--- config.mk ---
export PLATFORM = sky130hd
export DESIGN_NAME = median_frame_ctrl
export DESIGN_NICKNAME = d
export VERILOG_FILES = /design/src/rtl/median_frame_ctrl.sv
export SDC_FILE = /design/constraint.sdc
export NUM_CORES = 1
export LEC_CHECK = 0
export ABC_AREA = 1
export CAP_MARGIN = 0
export CORE_AREA = 3 3 81 83
export DETAILED_ROUTE_END_ITERATION = 8
export DIE_AREA = 0 0 84 86
export PLACE_DENSITY = 0.8
export RECOVER_POWER = 50
export SLEW_MARGIN = 20
export SYNTH_ARGS = -nofsm -noshare
export SYNTH_HDL_FRONTEND = slang
export SYNTH_SLANG_ARGS = --single-unit
--- constraint.sdc ---
create_clock -name clk -period 2.3 [get_ports clk]
set_clock_uncertainty 0.2 [all_clocks]
set_input_delay 0.69 -clock clk [delete_from_list [all_inputs] [get_ports clk]]
set_output_delay 0.69 -clock clk [all_outputs]
set_load 0.02 [all_outputs]
--- src/rtl/median_frame_ctrl.sv ---
// -----------------------------------------------------------------------------
// median_frame_ctrl
//
// Frame-level sequencer for the 3x3 binary median window scanner. It holds the
// scanner in reset between frames and gates the scanner's advance enable with
// image-memory back-pressure. It writes each window's median bit into the
// median result memory and counts the windows whose median is 1. At frame end
// it offers the count, a threshold flag and an optional cross-check flag over a
// valid/ready handshake.
//
// Optional feature macro: MEDCTRL_CROSSCHECK_EN
//   defined     : mismatch is registered in SETTLE as (activeWindowsIn != activeCount)
//   not defined : mismatch is tied low and activeWindowsIn is ignored
//
// Ports
//   clk             in  : single clock, rising edge
//   reset           in  : asynchronous, active-low
//   frameReq        in  : request to process one frame (level-sampled in IDLE)
//   memBusy         in  : image memory unavailable this cycle, pauses the scan
//   medianIn        in  : scanner median output
//   activeWindowsIn in  : scanner active-window count (cross-check only)
//   scanReset       out : active-high synchronous reset to the scanner
//   scanStart       out : scanner advance enable
//   medWrEn         out : median memory write strobe
//   medWrAddr       out : window index being written
//   medWrData       out : median bit being written
//   busy            out : controller is not IDLE
//   resultValid     out : frame result available
//   resultReady     in  : consumer accepts the result
//   activeCount     out : number of windows with median 1 (saturating)
//   frameFlag       out : activeCount >= THRESHOLD
//   mismatch        out : own count differs from activeWindowsIn
//   reqDropped      out : high in any cycle where frameReq is ignored
// -----------------------------------------------------------------------------
module median_frame_ctrl #(
    parameter int IMAGEWIDTH  = 240,
    parameter int IMAGEHEIGHT = 180,
    parameter int WINDOWSIZE  = 3,
    parameter int THRESHOLD   = 100
) (
    input  logic        clk,
    input  logic        reset,
    input  logic        frameReq,
    input  logic        memBusy,
    input  logic        medianIn,
    input  logic [12:0] activeWindowsIn,
    output logic        scanReset,
    output logic        scanStart,
    output logic        medWrEn,
    output logic [12:0] medWrAddr,
    output logic        medWrData,
    output logic        busy,
    output logic        resultValid,
    input  logic        resultReady,
    output logic [12:0] activeCount,
    output logic        frameFlag,
    output logic        mismatch,
    output logic        reqDropped
);

    localparam int NUMWINDOWS = (IMAGEWIDTH / WINDOWSIZE) * (IMAGEHEIGHT / WINDOWSIZE);
    localparam int PHASES     = WINDOWSIZE * WINDOWSIZE;
    // Cycle index of the final strobe; the counter must also hold one past it.
    localparam int LASTCYCLE  = NUMWINDOWS * PHASES;
    localparam int CW         = $clog2(LASTCYCLE + 2);
    localparam int PW         = $clog2(PHASES + 1);

    typedef enum logic [2:0] {
        IDLE   = 3'd0,
        CLEAR  = 3'd1,
        SCAN   = 3'd2,
        SETTLE = 3'd3,
        REPORT = 3'd4
    } stateT;

    stateT          stateReg;
    stateT          stateNext;
    logic [CW-1:0]  cycleReg;
    logic [PW-1:0]  phaseReg;
    logic [12:0]    winReg;
    logic [12:0]    countReg;

    logic           scanEn;
    logic           strobe;
    logic           lastStrobe;

    // Scanner advances only in SCAN and only while memory is available; a pause
    // freezes every counter, so a strobe that lands on a busy cycle is simply
    // re-evaluated on the next enabled cycle.
    assign scanEn     = (stateReg == SCAN) && !memBusy;

    // First median is ready once a full window period has elapsed (c = 9), and
    // then at every phase wrap: c = 9w + 9.
    assign strobe     = scanEn && (cycleReg >= CW'(PHASES)) && (phaseReg == '0);
    assign lastStrobe = strobe && (winReg == 13'(NUMWINDOWS - 1));

    // ---------------------------------------------------------------- FSM
    always_ff @(posedge clk or negedge reset) begin
        if (!reset) begin
            stateReg <= IDLE;
        end else begin
            stateReg <= stateNext;
        end
    end

    always_comb begin
        stateNext   = stateReg;
        scanReset   = 1'b0;
        resultValid = 1'b0;
        case (stateReg)
            IDLE: begin
                scanReset = 1'b1;
                if (frameReq) begin
                    stateNext = CLEAR;
                end
            end
            CLEAR: begin
                scanReset = 1'b1;
                stateNext = SCAN;
            end
            SCAN: begin
                if (lastStrobe) begin
                    stateNext = SETTLE;
                end
            end
            SETTLE: begin
                stateNext = REPORT;
            end
            REPORT: begin
                resultValid = 1'b1;
                if (resultReady) begin
                    stateNext = IDLE;
                end
            end
            default: begin
                stateNext = IDLE;
            end
        endcase
    end

    // ---------------------------------------------------------- datapath
    always_ff @(posedge clk or negedge reset) begin
        if (!reset) begin
            cycleReg <= '0;
            phaseReg <= '0;
            winReg   <= '0;
            countReg <= '0;
        end else if (stateReg == CLEAR) begin
            cycleReg <= '0;
            phaseReg <= '0;
            winReg   <= '0;
            countReg <= '0;
        end else if (scanEn) begin
            cycleReg <= cycleReg + 1'b1;
            phaseReg <= (phaseReg == PW'(PHASES - 1)) ? '0 : phaseReg + 1'b1;
            if (strobe) begin
                winReg <= winReg + 1'b1;
                if (medianIn && (countReg != 13'h1fff)) begin
                    countReg <= countReg + 1'b1;
                end
            end
        end
    end

    // ---------------------------------------------------------- outputs
    assign scanStart   = scanEn;
    assign medWrEn     = strobe;
    assign medWrAddr   = winReg;
    assign medWrData   = strobe & medianIn;
    assign busy        = (stateReg != IDLE);
    assign activeCount = countReg;
    assign frameFlag   = (int'({19'b0, countReg}) >= THRESHOLD);
    // Requests are never queued: anything seen outside IDLE is dropped.
    assign reqDropped  = frameReq && (stateReg != IDLE);

`ifdef MEDCTRL_CROSSCHECK_EN
    logic mismatchReg;

    // Scanner count is compared once the scanner has been frozen in SETTLE,
    // then held through REPORT until the next frame's CLEAR.
    always_ff @(posedge clk or negedge reset) begin
        if (!reset) begin
            mismatchReg <= 1'b0;
        end else if (stateReg == CLEAR) begin
            mismatchReg <= 1'b0;
        end else if (stateReg == SETTLE) begin
            mismatchReg <= (activeWindowsIn != countReg);
        end
    end

    assign mismatch = mismatchReg;
`else
    logic unusedActiveWindows;

    assign unusedActiveWindows = ^activeWindowsIn;
    assign mismatch            = 1'b0;
`endif

endmodule

======== Word level (Yosys, flattened, before mapping) ========
Cells that the tools add are included.
storage, ports and cells
  word-level logic and storage cells ...... 57
  input port bits ......................... 19
  output and inout bits ................... 35
  register bits ........................... 49
operators by class
  equal/unequal tests ..................... 10
  reduce and logical (&&, ||, !) cells .... 17
  order comparisons ....................... 2
  bitwise logic cells ..................... 1
  muxes and demuxes ....................... 18
  $add $sub $neg .......................... 4
operator list
  kind                     number
  $mux W13                 7
  $mux W16                 2
  $add A13 B1 Y13 const B  2
  $add A16 B1 Y16 const B  1
  $ge A16 B4 Y1 const B    1
  $pmux W3 S5              1
  $eq A13 B13 Y1 const B   1
  $ge A13 B7 Y1 const B    1
  $ne A13 B13 Y1 const B   1
  $mux W4                  3
  $mux W3                  3
  $eq A3 B2 Y1 const B     2
  $logic_and A1 B1 Y1      6
  $ne A2 B2 Y1 const B     3
  $reduce_and A3 Y1        2
  $reduce_bool A2 Y1       3
  $add A4 B1 Y4 const B    1
  $eq A4 B4 Y1 const B     1
  $logic_not A4 Y1         1
  $eq A3 B1 Y1 const B     1
  $eq A3 B3 Y1 const B     1
  $logic_not A3 Y1         1
  $reduce_bool A3 Y1       1
  $mux W1                  2
  4 further kinds          4

======== Depth between registers and ports, before layout ========
Gate-level depths: netlist of run 1.
  word-level depth ........................ 7
  mapped depth ............................ 12
  gate-level depth less buffers ........... 11

======== Least setup slack after synthesis of run 1 ========
OpenSTA, ideal clock, no wires.
  kind .................................... input -> output
  start point ............................. in memBusy
  end point ............................... out medWrData
  stages on the path ...................... 5
  required time ........................... 1.410 ns
  setup slack ............................. 0.104 ns
  arrival ................................. 1.306 ns
  buffers on the path ..................... 0
  cells stage by stage .................... inv_1 > nand2_1 > nor2_2 > nand2_2 > nor2_1
between the ends
  longest elaborated chain between the ends .. 5
RTL lines
  item                               line  text
  start: declaration                 44    input logic memBusy,
  $logic_not A1 Y1                   90    assign scanEn = (stateReg == SCAN) && !memBusy;
  $logic_and A1 B1 Y1                90
  $logic_and A1 B1 Y1 (2 in series)  94    assign strobe = scanEn && (cycleReg >= CW'(PHASES)) && (phaseReg == '0);
  $and A1 B1 Y1                      169   assign medWrData = strobe & medianIn;
  end: declaration                   51    output logic medWrData,
Every way passes these cells.

======== Worst setup path after layout of run 1 ========
  start point ............................. reg cycleReg[0]
  end point ............................... out medWrEn
between the ends
  longest elaborated chain between the ends .. 3
RTL lines
  item                               line  text
  start: declaration                 78    logic [CW-1:0] cycleReg;
  start signal: assignment           154   cycleReg <= cycleReg + 1'b1;
  $ge A16 B4 Y1                      94
  $logic_and A1 B1 Y1 (2 in series)  94
  end: declaration                   49    output logic medWrEn,
Every way passes these cells.

==> flow_summary.toml, run 1 <==
[status]
status = "finished, violations left"
violations = "negative setup slack"

[clock_network]
hold_buffers = 0
htreeDepth = 2
insertion_delay_ns = 0.31
clockBufferDepth = 2
cts_made_buffers = 5
cts_tree = "yes"
cts.sinks = 49
clk_pin_slew_ns = 0.08
root_buffer = "clkbuf_8"

[detailed_routing]
vias = 3319
remaining_drc_errors = 0
wl_per_cell_um = 13.4
viasPerCell = 5.27
first_pass_iters = 5
initialDrtViolationCount = 173
routed_wl_um = 8450
antenna_left = 0

[critical_path]
crit_fanout = 3
r2r_cells = 11
crit_path_end_kind = "output port"
regToRegStartpoint = "stateReg[2]"
reg2reg_slack_ns = 0.05
cp-startpoint = "cycleReg[0]"
cp.required_ns = 1.41
cp_data_arrival_time_ns = 1.56
path_class = "reg2out"
r2r-end = "cycleReg[10]"
cp-start-kind = "flop"

[global_route]
grt_max_degree = 50
antenna_found_initial = 0
grt_pass1_vias = 3302
grt_use_total = 0.239
grt_pass1_wl_um = 14300
grt_overflow = 0

[floorplan]
fp.dieH_um = 86
dieArea_mm2 = 0.00722
die_x_um = 84
rows = 28
coreArea_mm2 = 0.00592
start_util = 0.537
ioPinCount = 54

[timing]
fmax_mhz = 409
grt_setup_unrepaired = "yes"
period_minus_slack_ns = 2.45
setup_slack_ns = -0.146
tightest_slew_ns = 1.26
setup_violations = 2
maxSlewHeadroom = 0.162
final-hold-violation-count = 0
fin_tns_setup_ns = -0.277
slew_violations = 0
period_share = 1.06
timing.hold.ws_ns = 0.345

[cells_and_area]
fillers = 472
drive_gt1_frac = 0.267
area_growth_pct = 35.6
final_core_util = 0.728
instances_no_fill = 630
multi_input_area_mm2 = 0.00173
seqCellArea_mm2 = 0.00123
fin_nets = 581
diodes = 0

[pwr]
p_leak_nw = 2.12
peakVddDrop_uv = 1120
powerDensity_mw_per_mm2 = 893

[synth]
synthArstFlopShare = 1.00
yosysUniqueCellTypes = 34
yosys_warnings = 0
synthesis.nets = 467
syn_avg_cell_area_um2 = 7.23
synth_area_mm2 = 0.00318
ys_seq_area_frac = 0.386
ys_ff_latch = 49
syn_inst = 440
ys.flop_type = "dfrtp_1"
synth_edf_count = 0

[placed_design]
hpwl_um = 5800
dp_cells = 599
gp_congestion = 0.894
portBuffers = 39
post-place-ws_ns = -0.793

[flow_run]
max-cap-violations = 0

[min_path]
hp-class = "reg2reg"
hold_depth = 2
min-delay-start = "cycleReg[7]"
worstHoldEndpoint = "cycleReg[7]"
==> critical path, stage by stage, from the launching register on <==
cell,delay [ns]
dfrtp_2,0.44
ha_4,0.17
nor2_4,0.10
nand2_1,0.06
nand2_1,0.07
nand3_2,0.11
nand2_4,0.11
inv_2,0.06
buf_6,0.13
==> logic make-up after synthesis <==
kind of cell | Yosys count | synth area share
compound gates | 54 | 0.104
other cells | 1 | 0.00118
buf+inv | 71 | 0.0952
fa+ha+maj | 8 | 0.0315
xor+xnor | 11 | 0.0303
flops | 49 | 0.386
simple gates | 246 | 0.352
==> power breakdown <==
| part | total, W | switching [W] | internal, W |
|---|---|---|---|
| logic | 0.00208 | 0.00122 | 0.000858 |
| clock network | 0.000625 | 0.000299 | 0.000327 |
| registers | 0.00115 | 0.000136 | 0.00101 |
==> final cells by class <==
type                            count  area share
Inverter                           62      0.0540
Sequential cell                    49       0.285
Tap cell                           75      0.0218
Timing Repair Buffer              116       0.212
Multi-Input combinational cell    320       0.402
Clock inverter                      2     0.00900
Clock buffer                        6      0.0168
==> what timing repair did <==
item,CTS,global route
cloned,0,0
gates resized for setup,63,25
buffers inserted,20,4
pin swaps,7,12
endpoints found under the setup margin,20,14
==> per-stage QoR <==
stage	power (W)	area (um2)
floorplan	0.00225	3180
global placement	0.00302	4030
detailed placement	0.00308	4030
CTS	0.00379	4290
global route	0.00411	4310
finish	0.00385	4310
==> per-layer routing <==
layer	global-route usage	part of all wire
met1	0.286	0.43
met2	0.435	0.50
met3	0.0355	0.042
met4	0.0892	0.023
met5	0	0
==> sequential cells by signal, summed over array words and instances, names as in the netlist <==
| signal | count |
|---|---|
| cycleReg | 16 |
| activeCount | 13 |
| medWrAddr | 13 |
| phaseReg | 4 |
| stateReg | 3 |
==> Yosys cell counts, drive strengths merged, types with 2 or more instances <==
master,count,area (um2)
nor3,13,65.1
o21ai,39,244
dfrtp,49,1230
xor2,10,87.6
nand3,43,220
a21oi,10,50.1
ha,8,100
nand4,18,113
inv,62,233
nor2,52,218
buf,8,66.3
nand2,117,484
or2,2,12.5
==> cells in the final DEF, fill, tap and decap left out, types with 12 or more instances in the layout <==
| cell type | instances |
|---|---|
| buf_4 | 73 |
| dfrtp_1 | 48 |
| dlygate4sd2_1 | 13 |
| inv_1 | 54 |
| nand2_1 | 101 |
| nand2_2 | 13 |
| nand3_1 | 41 |
| nand4_1 | 18 |
| nor2_1 | 42 |
| nor3_1 | 12 |
| o21ai_0 | 25 |
| o21ai_2 | 13 |
==> worst max path at each step <==
stage / to / slack (ns)
5_1_grt: medWrEn / -0.25
4_1_cts: medWrData / -0.12
6_report: medWrEn / -0.15
2_1_floorplan: medWrData / 0.10
3_3_place_gp: medWrData / -0.76
3_5_place_dp: medWrEn / -0.79
(Power assumes the default switching activity.)
==> inputs of run 2 (changes only) <==
--- a/config.mk
+++ b/config.mk
@@ -6,12 +6,12 @@
 export NUM_CORES = 1
 export LEC_CHECK = 0
 export ABC_AREA = 1
+export ABC_CLOCK_PERIOD_IN_PS = 2300
 export CAP_MARGIN = 0
 export CORE_AREA = 3 3 81 83
 export DETAILED_ROUTE_END_ITERATION = 8
 export DIE_AREA = 0 0 84 86
 export PLACE_DENSITY = 0.8
-export RECOVER_POWER = 50
 export SLEW_MARGIN = 20
 export SYNTH_ARGS = -nofsm -noshare
 export SYNTH_HDL_FRONTEND = slang
==> run 2 against run 1 <==
Net effect:
- worst setup slack got worse by 0.0036 ns
- fmax shrank 0.15%
- routed wire length is 0.25% lower
- cell count did not move
- core utilization grew 1.4 points
- the flow still finishes with violations (negative setup slack)
- critical path type unchanged
- power rose by 0.91%
- critical path depth unchanged
- via count grew 0.36%
==> flow_summary.toml, run 2 (synthesized netlist as in run 1, its figures left out) <==
[global_route]
grt_pass1_vias = 3302
grt_overflow = 0
grt_use_total = 0.239
antenna_found_initial = 0
grt_max_degree = 50
grt_pass1_wl_um = 14300

[timing]
grt_setup_unrepaired = "yes"
slew_violations = 0
setup_violations = 2
period_minus_slack_ns = 2.45
fmax_mhz = 408
timing.hold.ws_ns = 0.153
period_share = 1.07
final-hold-violation-count = 0
setup_slack_ns = -0.150

[cells_and_area]
area_growth_pct = 38.3
instances_no_fill = 630
diodes = 0
largest_reg_flops = 16
fillers = 451
fin_nets = 581
drive_gt1_frac = 0.270
final_common_cell = "nand2_1"
top_register = "cycleReg"
stdcell_area_mm2 = 0.00440
most-common-layout-cells = "nand2_1, buf_4, inv_1"

[detailed_routing]
remaining_drc_errors = 0
first_pass_iters = 5
viasPerCell = 5.29
wl_per_cell_um = 13.4
initialDrtViolationCount = 152
vias = 3331
antenna_left = 0
routed_wl_um = 8420

[critical_path]
cp-start-kind = "flop"
crit_path_end_kind = "output port"
r2r_cells = 7
cp_data_arrival_time_ns = 1.56
path_class = "reg2out"
cp.required_ns = 1.41
crit_fanout = 3

[clock_network]
cts_tree = "yes"
insertion_delay_ns = 0.31
cts.sinks = 49
clockBufferDepth = 2
clk_pin_slew_ns = 0.10
root_buffer = "clkbuf_8"
htreeDepth = 2
cts_made_buffers = 5
hold_buffers = 0

[floorplan]
coreArea_mm2 = 0.00592
fp.dieH_um = 86
die_x_um = 84
rows = 28
start_util = 0.537
ioPinCount = 54
dieArea_mm2 = 0.00722

[placed_design]
post-place-ws_ns = -0.793
place_area_mm2 = 0.00403
hpwl_um = 5800
portBuffers = 39
gp_congestion = 0.894
dp_cells = 599

[min_path]
hp-class = "in2async"

[pwr]
p_leak_nw = 2.27
peakVddDrop_uv = 1120
powerDensity_mw_per_mm2 = 884

[status]
status = "finished, violations left"
violations = "negative setup slack"

[flow_run]
max-cap-violations = 0
==> run 2: cell type report <==
cell class	count	area (um2)	area share
multi-input cells	320	1740	0.395
repair buffers	116	993	0.226
clock inverters	2	38.8	0.00882
flip-flops and latches	49	1230	0.279
inverters	62	233	0.0529
well taps	75	93.8	0.0213
clock buffers	6	72.6	0.0165
==> run 2: critical path: stages, from the launching register on <==
cell,delay (ns)
dfrtp_2,0.44
ha_4,0.17
nor2_4,0.10
nand2_1,0.06
nand2_1,0.07
nand3_2,0.11
nand2_4,0.11
inv_2,0.05
buf_6,0.13
==> run 2: what timing repair did <==
action | 4_1_cts | 5_1_grt
setup endpoints to repair | 20 | 14
gates cloned | 0 | 0
hold endpoints to repair | 0 | 0
buffers inserted | 20 | 4
pin swaps | 7 | 12
gates resized for setup | 63 | 25
==> run 2: layer usage <==
metal / global-route usage / routed length, um / up-vias / part of all wire
met4: 0.0892 / 188 / 0 / 0.022
met2: 0.435 / 4260 / 106 / 0.51
met5: 0 / 0 / - / 0
met1: 0.286 / 3570 / 1560 / 0.42
li1: - / - / 1646 / -
met3: 0.0355 / 404 / 19 / 0.048
==> run 2: final timing paths <==
kind	start	to	slack [ns]
min in group clk	cycleReg[7]	cycleReg[7]	0.35
worst min-delay path	reset	activeCount[9]	0.15
worst max-delay path	cycleReg[0]	medWrEn	-0.15
max in group asynchronous	reset	cycleReg[0]	1.48
worst min register to register	cycleReg[7]	cycleReg[7]	0.35
worst max register to register	stateReg[2]	cycleReg[15]	0.11
==> run 2: report_power, final <==
part | internal, W | switching, W | total [W]
Clock | 0.000327 | 0.000294 | 0.000621
Combinational | 0.000901 | 0.00122 | 0.00212
Sequential | 0.00101 | 0.000133 | 0.00114
==> run 2: through the flow <==
stage / total power (W) / utilization / TNS, ns
6_report: 0.00389 / 0.743 / -0.285
5_1_grt: 0.00415 / 0.743 / -0.490
4_1_cts: 0.00379 / 0.725 / -0.227
3_5_place_dp: 0.00308 / 0.681 / -4.51
3_3_place_gp: 0.00302 / 0.681 / -3.79
2_1_floorplan: 0.00225 / - / 0
==> inputs of run 3 (changes only) <==
==> constraint.sdc (replaced) <==
create_clock -name clk -period 2.3 [get_ports clk]
set_clock_uncertainty 0.2 [all_clocks]
set_input_delay 0.23 -clock clk [delete_from_list [all_inputs] [get_ports clk]]
set_output_delay 0.23 -clock clk [all_outputs]
set_load 0.02 [all_outputs]
==> run 3 against run 2 <==
Net effect:
- core utilization down 11 points
- cell count fell by 11%
- worst setup slack gained 0.32 ns
- sequential share of layout area up 4.6 points
- the flow now finishes without violations
- hold slack better by 0.094 ns
- critical path depth is 4 lower
- clock-buffer cell count grew 2
- critical path type unchanged
- design area is 14% lower
- power down 17%
- sequential power increased by 7%
==> flow_summary.toml, run 3 (synthesized netlist as in run 1, its figures left out) <==
[critical_path]
cp-start-kind = "flop"
crit_path_end_kind = "output port"
cp.required_ns = 1.87
cp_data_arrival_time_ns = 1.70
path_class = "reg2out"
crit_fanout = 4

[timing]
fmax_mhz = 470
slew_violations = 0
maxSlewHeadroom = 0.609
period_minus_slack_ns = 2.13
grt_setup_unrepaired = "no"
fin_tns_setup_ns = 0
final-hold-violation-count = 0
tightest_slew_ns = 0.586
period_share = 0.925
setup_violations = 0
timing.hold.ws_ns = 0.247

[pwr]
p_seq_frac = 0.376
combPwrFrac = 0.470
swShare = 0.448
peakVddDrop_uv = 1140
powerDensity_mw_per_mm2 = 858
p_leak_nw = 1.72
finalPower_w = 0.00324
internal-power_w = 0.00179
p_sw_w = 0.00145
clkPwrFrac = 0.154

[placed_design]
portBuffers = 39
gp_congestion = 0.894
hpwl_um = 5140

[clock_network]
root_buffer = "clkbuf_8"
cts_made_buffers = 5
insertion_delay_ns = 0.30
cts.sinks = 49
htreeDepth = 2
clockBufferDepth = 2
clk_pin_slew_ns = 0.09
cts_tree = "yes"

[detailed_routing]
remaining_drc_errors = 0
initialDrtViolationCount = 109
first_pass_iters = 4
viasPerCell = 5.30
wl_per_cell_um = 12.6
antenna_left = 0
vias = 2985
routed_wl_um = 7080

[cells_and_area]
multi_input_area_mm2 = 0.00166
seqCellArea_mm2 = 0.00123
drive_gt1_frac = 0.111
diodes = 0
most-common-layout-cells = "nand2_1, inv_1, dfrtp_1"
fin_nets = 514
top_register = "cycleReg"
area_growth_pct = 18.7
fillers = 535
largest_reg_flops = 16
final_common_cell = "nand2_1"

[global_route]
grt_max_degree = 40
grt_overflow = 0
antenna_found_initial = 0
grt_pass1_vias = 2821
grt_pass1_wl_um = 12400
grt_use_total = 0.206

[floorplan]
die_x_um = 84
coreArea_mm2 = 0.00592
dieArea_mm2 = 0.00722
rows = 28
start_util = 0.537
ioPinCount = 54
fp.dieH_um = 86

[flow_run]
max-cap-violations = 0

[min_path]
hp-class = "in2async"

[status]
status = "finished clean"
==> run 3: worst paths after layout <==
kind	from	to	slack, ns	cells after the start
worst max-delay path	stateReg[0]	scanReset	0.17	4
min in group clk	cycleReg[7]	cycleReg[7]	0.31	1
worst min register to register	cycleReg[7]	cycleReg[7]	0.31	1
worst max register to register	cycleReg[8]	medWrAddr[9]	0.26	8
worst min-delay path	reset	activeCount[11]	0.25	2
max in group asynchronous	reset	phaseReg[2]	1.10	3
==> run 3: worst max-delay path, stage by stage, from the launching register on <==
cell and delay (ns):
dfrtp_1 0.42, nor2_2 0.20, nand2_1 0.10, nand2_1 0.08, clkdlybuf4s50_1 0.60
==> run 3: per-stage QoR <==
| stage | setup slack (ns) | cells | area, um2 | util |
|---|---|---|---|---|
| final | 0.173 | 563 | 3770 | 0.638 |
| after global routing | 0.0155 | 563 | 3770 | 0.638 |
| after CTS | 0.0374 | 561 | 3740 | 0.632 |
| after detailed placement | 0.104 | 552 | 3650 | 0.617 |
| after global placement | 0.126 | 552 | 3650 | 0.617 |
| after floorplan | 0.373 | 440 | 3180 | - |
==> run 3: metal layers <==
metal	vias to the layer above	global-route usage	routed length [um]
met1	1387	0.255	3240
met3	15	0.0413	324
li1	1510	-	-
met4	0	0.0673	140
met2	73	0.362	3370
met5	-	0	0
==> run 3: what timing repair did <==
action / 4_1_cts / 5_1_grt
resized for setup: 2 / 7
setup buffers: 0 / 2
endpoints found under the setup margin: 2 / 10
hold buffers: 1 / 0
pin swaps: 0 / 1
hold endpoints to repair: 23 / 0
==> run 3: power by group through the flow <==
stage | clock, W | combinational (W) | sequential, W
after floorplan | 0 | 0.000964 | 0.00129
after global placement | 0 | 0.00148 | 0.00122
after detailed placement | 0 | 0.00152 | 0.00123
after CTS | 0.000513 | 0.00153 | 0.00121
after global routing | 0.000546 | 0.00171 | 0.00124
final | 0.000499 | 0.00152 | 0.00122
==> run 3: layout make-up <==
| type | count | area share |
|---|---|---|
| Sequential cell | 49 | 0.325 |
| Tap cell | 75 | 0.0249 |
| Clock buffer | 8 | 0.0212 |
| Inverter | 62 | 0.0617 |
| Multi-Input combinational cell | 320 | 0.440 |
| Timing Repair Buffer | 49 | 0.128 |
